<file path="src/rtl/fetcher.sv">
// Instruction fetch unit: requests instruction words, predicts next PC (BHT / JAL), emits packets.
// Latency: request registered one cycle after IDLE; packet registered on the edge sampling finish.
// Backpressure: any downstream full blocks new requests in IDLE only; rdy low freezes all state.
module fetcher #(
  parameter logic [31:0] RESET_PC       = 32'h0,
  parameter int          BHT_INDEX_BITS = 6
) (
  input  logic        clk,
  input  logic        rst,
  input  logic        rdy,
  output logic        enable_sign_to_mem,
  output logic [31:0] addr_to_mem,
  input  logic        finish_sign_from_mem,
  input  logic [31:0] inst_from_mem,
  input  logic        full_sign_from_rob,
  input  logic        full_sign_from_rs,
  input  logic        full_sign_from_ls,
  input  logic        rollback_sign_from_rob,
  input  logic [31:0] target_pc_from_rob,
  input  logic        update_sign_from_rob,
  input  logic [31:0] update_pc_from_rob,
  input  logic        jump_taken_from_rob,
  output logic        finish_flag_to_cmd,
  output logic [31:0] inst_to_cmd,
  output logic [31:0] pc_to_cmd,
  output logic [31:0] rollback_pc_to_cmd,
  output logic        predicted_jump_sign_to_cmd
);

  localparam int BHT_SIZE = 1 << BHT_INDEX_BITS;
  localparam logic [6:0] OP_JAL    = 7'b1101111;
  localparam logic [6:0] OP_BRANCH = 7'b1100011;

  typedef enum logic [1:0] {S_IDLE, S_BUSY, S_DROP} state_t;

  state_t      r_state;
  logic [31:0] r_pc;
  logic        r_enable;
  logic [31:0] r_addr;
  logic        r_finish;
  logic [31:0] r_inst;
  logic [31:0] r_pc_out;
  logic [31:0] r_rollback_pc;
  logic        r_pred;
  logic [1:0]  r_bht [BHT_SIZE];

  logic [31:0]               w_imm_j;
  logic [31:0]               w_imm_b;
  logic [31:0]               w_pc_plus4;
  logic [BHT_INDEX_BITS-1:0] w_lookup_idx;
  logic [BHT_INDEX_BITS-1:0] w_update_idx;
  logic                      w_any_full;
  logic                      w_pred;
  logic [31:0]               w_next_pc;
  logic [31:0]               w_rollback_pc;
  logic                      w_unused;

  assign enable_sign_to_mem         = r_enable;
  assign addr_to_mem                = r_addr;
  assign finish_flag_to_cmd         = r_finish;
  assign inst_to_cmd                = r_inst;
  assign pc_to_cmd                  = r_pc_out;
  assign rollback_pc_to_cmd         = r_rollback_pc;
  assign predicted_jump_sign_to_cmd = r_pred;

  assign w_imm_j = {{12{inst_from_mem[31]}}, inst_from_mem[19:12], inst_from_mem[20],
                    inst_from_mem[30:21], 1'b0};
  assign w_imm_b = {{20{inst_from_mem[31]}}, inst_from_mem[7], inst_from_mem[30:25],
                    inst_from_mem[11:8], 1'b0};
  assign w_pc_plus4   = r_pc + 32'd4;
  assign w_lookup_idx = r_pc[BHT_INDEX_BITS+1:2];
  assign w_update_idx = update_pc_from_rob[BHT_INDEX_BITS+1:2];
  assign w_any_full   = full_sign_from_rob | full_sign_from_rs | full_sign_from_ls;
  // Only the BHT index bits of the resolved-branch PC matter.
  assign w_unused     = ^{update_pc_from_rob[31:BHT_INDEX_BITS+2], update_pc_from_rob[1:0]};

  // Next-PC prediction from the returning instruction; BHT read sees pre-update contents.
  always_comb begin
    w_pred        = 1'b0;
    w_next_pc     = w_pc_plus4;
    w_rollback_pc = w_pc_plus4;
    case (inst_from_mem[6:0])
      OP_JAL: begin
        w_pred        = 1'b1;
        w_next_pc     = r_pc + w_imm_j;
        w_rollback_pc = w_pc_plus4;
      end
      OP_BRANCH: begin
        w_pred = r_bht[w_lookup_idx][1];
        if (r_bht[w_lookup_idx][1]) begin
          w_next_pc     = r_pc + w_imm_b;
          w_rollback_pc = w_pc_plus4;
        end else begin
          w_next_pc     = w_pc_plus4;
          w_rollback_pc = r_pc + w_imm_b;
        end
      end
      default: ;
    endcase
  end

  // BHT training: 2-bit saturating counters, weakly not-taken after reset.
  always_ff @(posedge clk or negedge rst) begin
    if (!rst) begin
      for (int i = 0; i < BHT_SIZE; i++) r_bht[i] <= 2'b01;
    end else if (rdy && update_sign_from_rob) begin
      if (jump_taken_from_rob) begin
        if (r_bht[w_update_idx] != 2'b11) r_bht[w_update_idx] <= r_bht[w_update_idx] + 2'b01;
      end else begin
        if (r_bht[w_update_idx] != 2'b00) r_bht[w_update_idx] <= r_bht[w_update_idx] - 2'b01;
      end
    end
  end

  // Fetch FSM with registered memory request and packet outputs; rollback overrides everything.
  always_ff @(posedge clk or negedge rst) begin
    if (!rst) begin
      r_state       <= S_IDLE;
      r_pc          <= RESET_PC;
      r_enable      <= 1'b0;
      r_addr        <= 32'h0;
      r_finish      <= 1'b0;
      r_inst        <= 32'h0;
      r_pc_out      <= 32'h0;
      r_rollback_pc <= 32'h0;
      r_pred        <= 1'b0;
    end else if (rdy) begin
      r_finish <= 1'b0;
      if (rollback_sign_from_rob) begin
        r_pc     <= target_pc_from_rob;
        r_enable <= 1'b0;
        case (r_state)
          // An outstanding request still owes a response that must be swallowed.
          S_BUSY:  r_state <= finish_sign_from_mem ? S_IDLE : S_DROP;
          S_DROP:  r_state <= finish_sign_from_mem ? S_IDLE : S_DROP;
          default: r_state <= S_IDLE;
        endcase
      end else begin
        case (r_state)
          S_IDLE: begin
            if (!w_any_full) begin
              r_enable <= 1'b1;
              r_addr   <= r_pc;
              r_state  <= S_BUSY;
            end
          end
          S_BUSY: begin
            if (finish_sign_from_mem) begin
              r_enable      <= 1'b0;
              r_finish      <= 1'b1;
              r_inst        <= inst_from_mem;
              r_pc_out      <= r_pc;
              r_rollback_pc <= w_rollback_pc;
              r_pred        <= w_pred;
              r_pc          <= w_next_pc;
              r_state       <= S_IDLE;
            end
          end
          S_DROP: begin
            if (finish_sign_from_mem) r_state <= S_IDLE;
          end
          default: r_state <= S_IDLE;
        endcase
      end
    end
  end

endmodule
</file>
<file path="config.mk">
export PLATFORM = sky130hd
export DESIGN_NAME = fetcher
export DESIGN_NICKNAME = d
export VERILOG_FILES = /design/src/rtl/fetcher.sv
export SDC_FILE = /design/constraint.sdc
export NUM_CORES = 1
export LEC_CHECK = 0
export CAP_MARGIN = 20
export CORE_MARGIN = 2
export CORE_UTILIZATION = 47
export DETAILED_ROUTE_END_ITERATION = 7
export GPL_TIMING_DRIVEN = 0
export PLACE_DENSITY = 0.7
export SYNTH_ARGS = -nofsm -noshare
export SYNTH_HDL_FRONTEND = slang
export SYNTH_SLANG_ARGS = --single-unit
</file>
<file path="constraint.sdc">
create_clock -name clk -period 4 [get_ports clk]
set_input_delay 0.6 -clock clk [delete_from_list [all_inputs] [get_ports clk]]
set_output_delay 0.6 -clock clk [all_outputs]
set_load 0.05 [all_outputs]
</file>
======== Yosys cells after proc, flatten, opt, wreduce, memory -nomap -nowiden ========
Cells that the tools add are included.
storage, ports and cells
  flip-flop bits (word level) ............. 293
  word-level logic and storage cells ...... 145
  bits of input ports ..................... 106
operators by class
  magnitude comparators ................... 3
  bitwise operators ....................... 6
  reduce and logical (&&, ||, !) cells .... 15
  add/sub/neg operators ................... 5
  eq/ne operators ......................... 9
  multiplexer cells ....................... 34
operators with widths
  operator               number
  $mux 128               3
  $bwmux 128             2
  $mux 32                6
  $add 32x32->32         2
  $pmux 32 s2            1
  $add 32x3->32 const B  1
  $bmux 2 s6             2
  $mux 2                 10
  $eq 7x7->1 const B     2
  $ge 7x7->1 const B     2
  $not 6->7              2
  $demux 2 s6            1
  $reduce_and 4->1       3
  $reduce_and 3->1       3
  $reduce_bool 2->1      4
  $lt 7x1->1 const B     1
  $mux 1                 6
  $ne 3x3->1 const B     2
  $pmux 1 s2             2
  $pmux 2 s2             1
  $ne 3x1->1 const B     1
  $reduce_bool 3->1      1
  $add 2x1->2 const B    1
  $eq 2x1->1 const B     1
  9 further kinds        12

======== Logic depth before layout (Yosys ltp) ========
  depth after elaboration ................. 9
  mapped depth ............................ 18
  gate-level depth less buffers ........... 15

======== Worst setup path after synthesis ========
OpenSTA, ideal clock, no wires.
  path kind ............................... input to register
  start point ............................. in update_pc_from_rob[3]
  end point ............................... reg r_bht[109] (netlist name)
  setup time .............................. 0.125 ns
  stages .................................. 16
  arrival ................................. 3.416 ns
  required time ........................... 3.875 ns
  path slack .............................. 0.460 ns
  path through ............................ or3b_2 -> clkbuf_1 -> o22ai_1 -> nor4_1 -> o22a_1 -> o221ai_1 -> or3_1 -> inv_1 -> buf_2 -> ha_1 -> mux2i_1 -> and3_1 -> clkbuf_1 -> nand2_1 -> nor2_1 -> mux2_2
between the ends
  word-level cells in the longest chain between the ends .. 8
  elaborated cells on any way between the ends .. 21
  classes of those cells .................. add/sub: 2; order compare: 2; eq/ne: 2; mux: 10; bitwise: 1; reduce/logical: 4
ends and longest elaborated chain
  element                                                                   RTL line  RTL
  start: declaration                                                        21        input logic [31:0] update_pc_from_rob,
  $not 6->7 (not written as such) *                                         108, 110
  $bmux 2 s6 (tied with other cells)                                        108, 110
  $mux 2 (not written as such) / $logic_and 1x1->1 (equally long branches)  108, 110
  $mux 2 (not written as such)                                              108, 110
  $sub 2x1->2 (tied with other cells)                                       110       if (r_bht[w_update_idx] != 2'b00) r_bht[w_update_idx] <= r_bht[w_update_idx] - 2'b01;
  $bwmux 128 (on tied branches)                                             110, 108
  $mux 128 (on tied branches)                                               110, 108
  $mux 128                                                                  107       if (jump_taken_from_rob) begin
  end: declaration                                                          45        logic [1:0] r_bht [BHT_SIZE];
Every way passes the cells marked *; elsewhere a longest branch is shown, timed or not. The select of a mux whose other input is x is not followed.
A chain may end at the register's enable or synchronous reset.

======== Final worst setup path ========
  start point ............................. in update_pc_from_rob[2]
  end point ............................... reg r_bht[31] (netlist name)
Same word-level chain as after synthesis.

==> results.yml <==
power:
  peakVddDrop_mv: 0.398
  power_leakage_nw: 9.13
  power_density_nw_per_um2: 575
  power_mw: 12.3
layout:
  layout.nets: 2250
  diodes: 0
  fin_area_sq_um: 21300
  area_delta_synth_final_pct: 25.8
  layout-drive-gt1-share_pct: 17.7
  fin_util_pct: 60.0
global_route:
  grt_overflow: 0
  grt_pass1_wl_mm: 95.4
  grt_max_degree: 116
  grt_antenna_before_repair: 1
  grt.total_usage_pct: 32.8
  grt_pass1_vias: 15763
yosys:
  yosysUniqueCellTypes: 80
  yosysSeqAreaShare_pct: 43.5
  ys_ff_latch: 292
  synth_edf_count: 0
  synth_flop_cell: "dfrtp_1"
  async_flop_share_pct: 100
  syn_avg_cell_area_sq_um: 9.20
  syn_inst: 1844
  syn-cell-area_sq_um: 17000
  syn-num-nets: 2000
  yosys_warnings: 0
cts:
  cts-root-buf: "clkbuf_16"
  cts_buffers: 34
  h-tree-depth: 2
  hold_buffers: 0
  cts_sinks: 292
  clk_pin_slew_ns: 0.06
  clk_latency_ns: 0.54
  ctsLongestPathBuffers: 3
  cts_tree: "done"
worst_setup_path:
  worstPathArrival_ns: 4.37
  crit_required_ns: 4.41
  path_max_fanout: 10
  start_kind: "primary input"
  crit_chain: "clkdlybuf4s50_1, buf_4, nor2_1, nand2_4, o22ai_1, nor4_2, o22a_1, o221ai_1, or3_1, inv_1, clkbuf_4, ha_1, mux2i_1, and3_4, buf_4, nand2_4, nor2_1, mux2_2"
  critPathMaxStageDelay_ns: 0.55
  crit_type: "in2reg"
  cp-end-kind: "flop"
  cp_slowest_cell: "clkdlybuf4s50_1"
die:
  placementRows: 69
  pin_count: 237
  core_area_sq_um: 35600
  die_w_microns: 194
  fp.dieArea_sq_um: 37600
  initial_core_util_pct: 47.7
  die_y_microns: 194
placement:
  hpwl_mm: 45.9
  io_buffers: 206
  place_ws_ns: -1.42
  finalWeightedCongestion: 0.971
  dpl_cell_area_sq_um: 19700
drt:
  wl_per_cell_microns: 24.5
  drcViolationCount: 0
  drt-initial-drc-count: 1776
  ant_nets: 0
  dr.pass1.iters: 6
  vias: 16075
  totalWireLength_mm: 63.2
  viasPerCell: 6.23
timing:
  final.period_utilization_pct: 98.8
  layout_setup_ws_ns: 0.0468
  max_freq_mhz: 253
  slew_headroom_pct: 38.1
  finalHoldViolCount: 0
  holdWs_ns: 0.0101
  setup-violations-final: 0
  drv_slew: 0
  tightest_slew_ns: 0.928
  fin_skew_ns: 0.0156
  fin_crit_ns: 3.95
outcome:
  status: "completed"
run:
  drv_cap: 0
worst_hold_path:
  min-delay-path-class: "in2async"
## through the flow
step           setup TNS, ns  instances
5_1_grt               -0.343       2580
4_1_cts               -0.192       2574
2_1_floorplan              0       1844
3_5_place_dp         -169.67       2514
3_3_place_gp        -2877.19       2511
6_report                   0       2580
## worst max-delay path: cells and delay by family
family / cells / cell delay, ns
simple gates: 7 / 1.50
mux: 2 / 0.38
buf+inv: 5 / 1.22
compound gates: 3 / 0.52
fa+ha+maj: 1 / 0.16
## cell families after synthesis
logic type | Yosys count | synth area share, %
AOI/OAI and AO/OA | 491 | 18.4
DFF | 292 | 43.5
xor gates and xnor gates | 74 | 3.82
buffers and inverters | 142 | 3.71
muxes | 153 | 10.1
and+or+nand+nor | 642 | 16.6
adders and majority gates | 50 | 3.78
## worst paths after layout
check | startpoint | endpoint | slack (ns) | cells past startpoint
worst max register to register | r_pc[9] | rollback_pc_to_cmd[27] | 0.22 | 11
min in group clk | inst_to_cmd[15] | inst_to_cmd[15] | 0.47 | 2
max in group asynchronous | rst | pc_to_cmd[27] | 2.99 | 2
worst min register to register | inst_to_cmd[15] | inst_to_cmd[15] | 0.47 | 2
worst min-delay path | rst | inst_to_cmd[11] | 0.01 | 1
worst max-delay path | update_pc_from_rob[2] | r_bht[31] | 0.05 | 18
## layer usage
layer	part of all wire (%)	wire (microns)	GRT usage, %
met5	0.021	13	0
met3	9.8	6210	6.52
met2	45	28300	51.1
met4	4.0	2510	13.0
met1	41	26200	45.0
## timing repair
item | in CTS | in global routing
gates resized for setup | 92 | 39
endpoints found under the setup margin | 143 | 127
setup buffers | 6 | 7
pin swaps | 4 | 4
## cells in the final DEF, fill, tap and decap left out, types with 13 or more instances in the layout
cell,count
buf_2,17
o22ai_1,39
xor2_1,28
a22oi_1,48
dfrtp_1,227
clkbuf_16,34
a21oi_1,152
mux2_2,100
nand3_1,24
nor2_2,45
o21ai_1,16
nand2_1,302
clkdlybuf4s50_1,202
buf_4,21
mux2i_1,48
dfstp_2,64
or3_1,27
nand4_1,16
a221oi_1,13
a21o_1,22
nor2_1,117
xnor2_1,45
inv_1,24
o21ai_0,95
nor3_1,16
clkbuf_1,77
ha_1,48
a211oi_1,14
## area by class of cell
| cell class | instances | area, sq um |
|---|---|---|
| clock inverter | 13 | 141 |
| inverter | 24 | 90.1 |
| timing repair buffer | 223 | 2280 |
| sequential | 292 | 7390 |
| tap | 461 | 577 |
| clock buffer | 48 | 953 |
| buffer | 109 | 524 |
| multi-input combinational | 1410 | 9390 |
| fill | 3119 | 14200 |
## power breakdown
part	internal [mW]	leakage, nW	switching, mW
combinational	1.77	5.09	3.30
sequential	3.57	3.51	0.514
clock	1.80	0.530	1.30
## cell usage after synthesis, drive strengths merged (15+ instances only)
library cell | count | share of area, %
a211oi | 16 | 0.77
xnor2 | 46 | 2.4
a21oi | 154 | 4.5
nor2 | 175 | 4.0
dfrtp | 228 | 34
mux2i | 48 | 2.8
mux2 | 101 | 6.7
dfstp | 64 | 9.9
ha | 48 | 3.5
a22oi | 48 | 2.1
o22ai | 40 | 1.5
o21ai | 112 | 3.3
a221oi | 15 | 0.85
nor3 | 16 | 0.47
nand4 | 16 | 0.59
xor2 | 28 | 1.4
buf | 34 | 1.3
nand2 | 312 | 6.9
or3 | 28 | 1.0
clkbuf | 84 | 1.9
a21o | 22 | 0.97
nand3 | 25 | 0.74
inv | 24 | 0.53
Power figures use the tool's default switching activity.
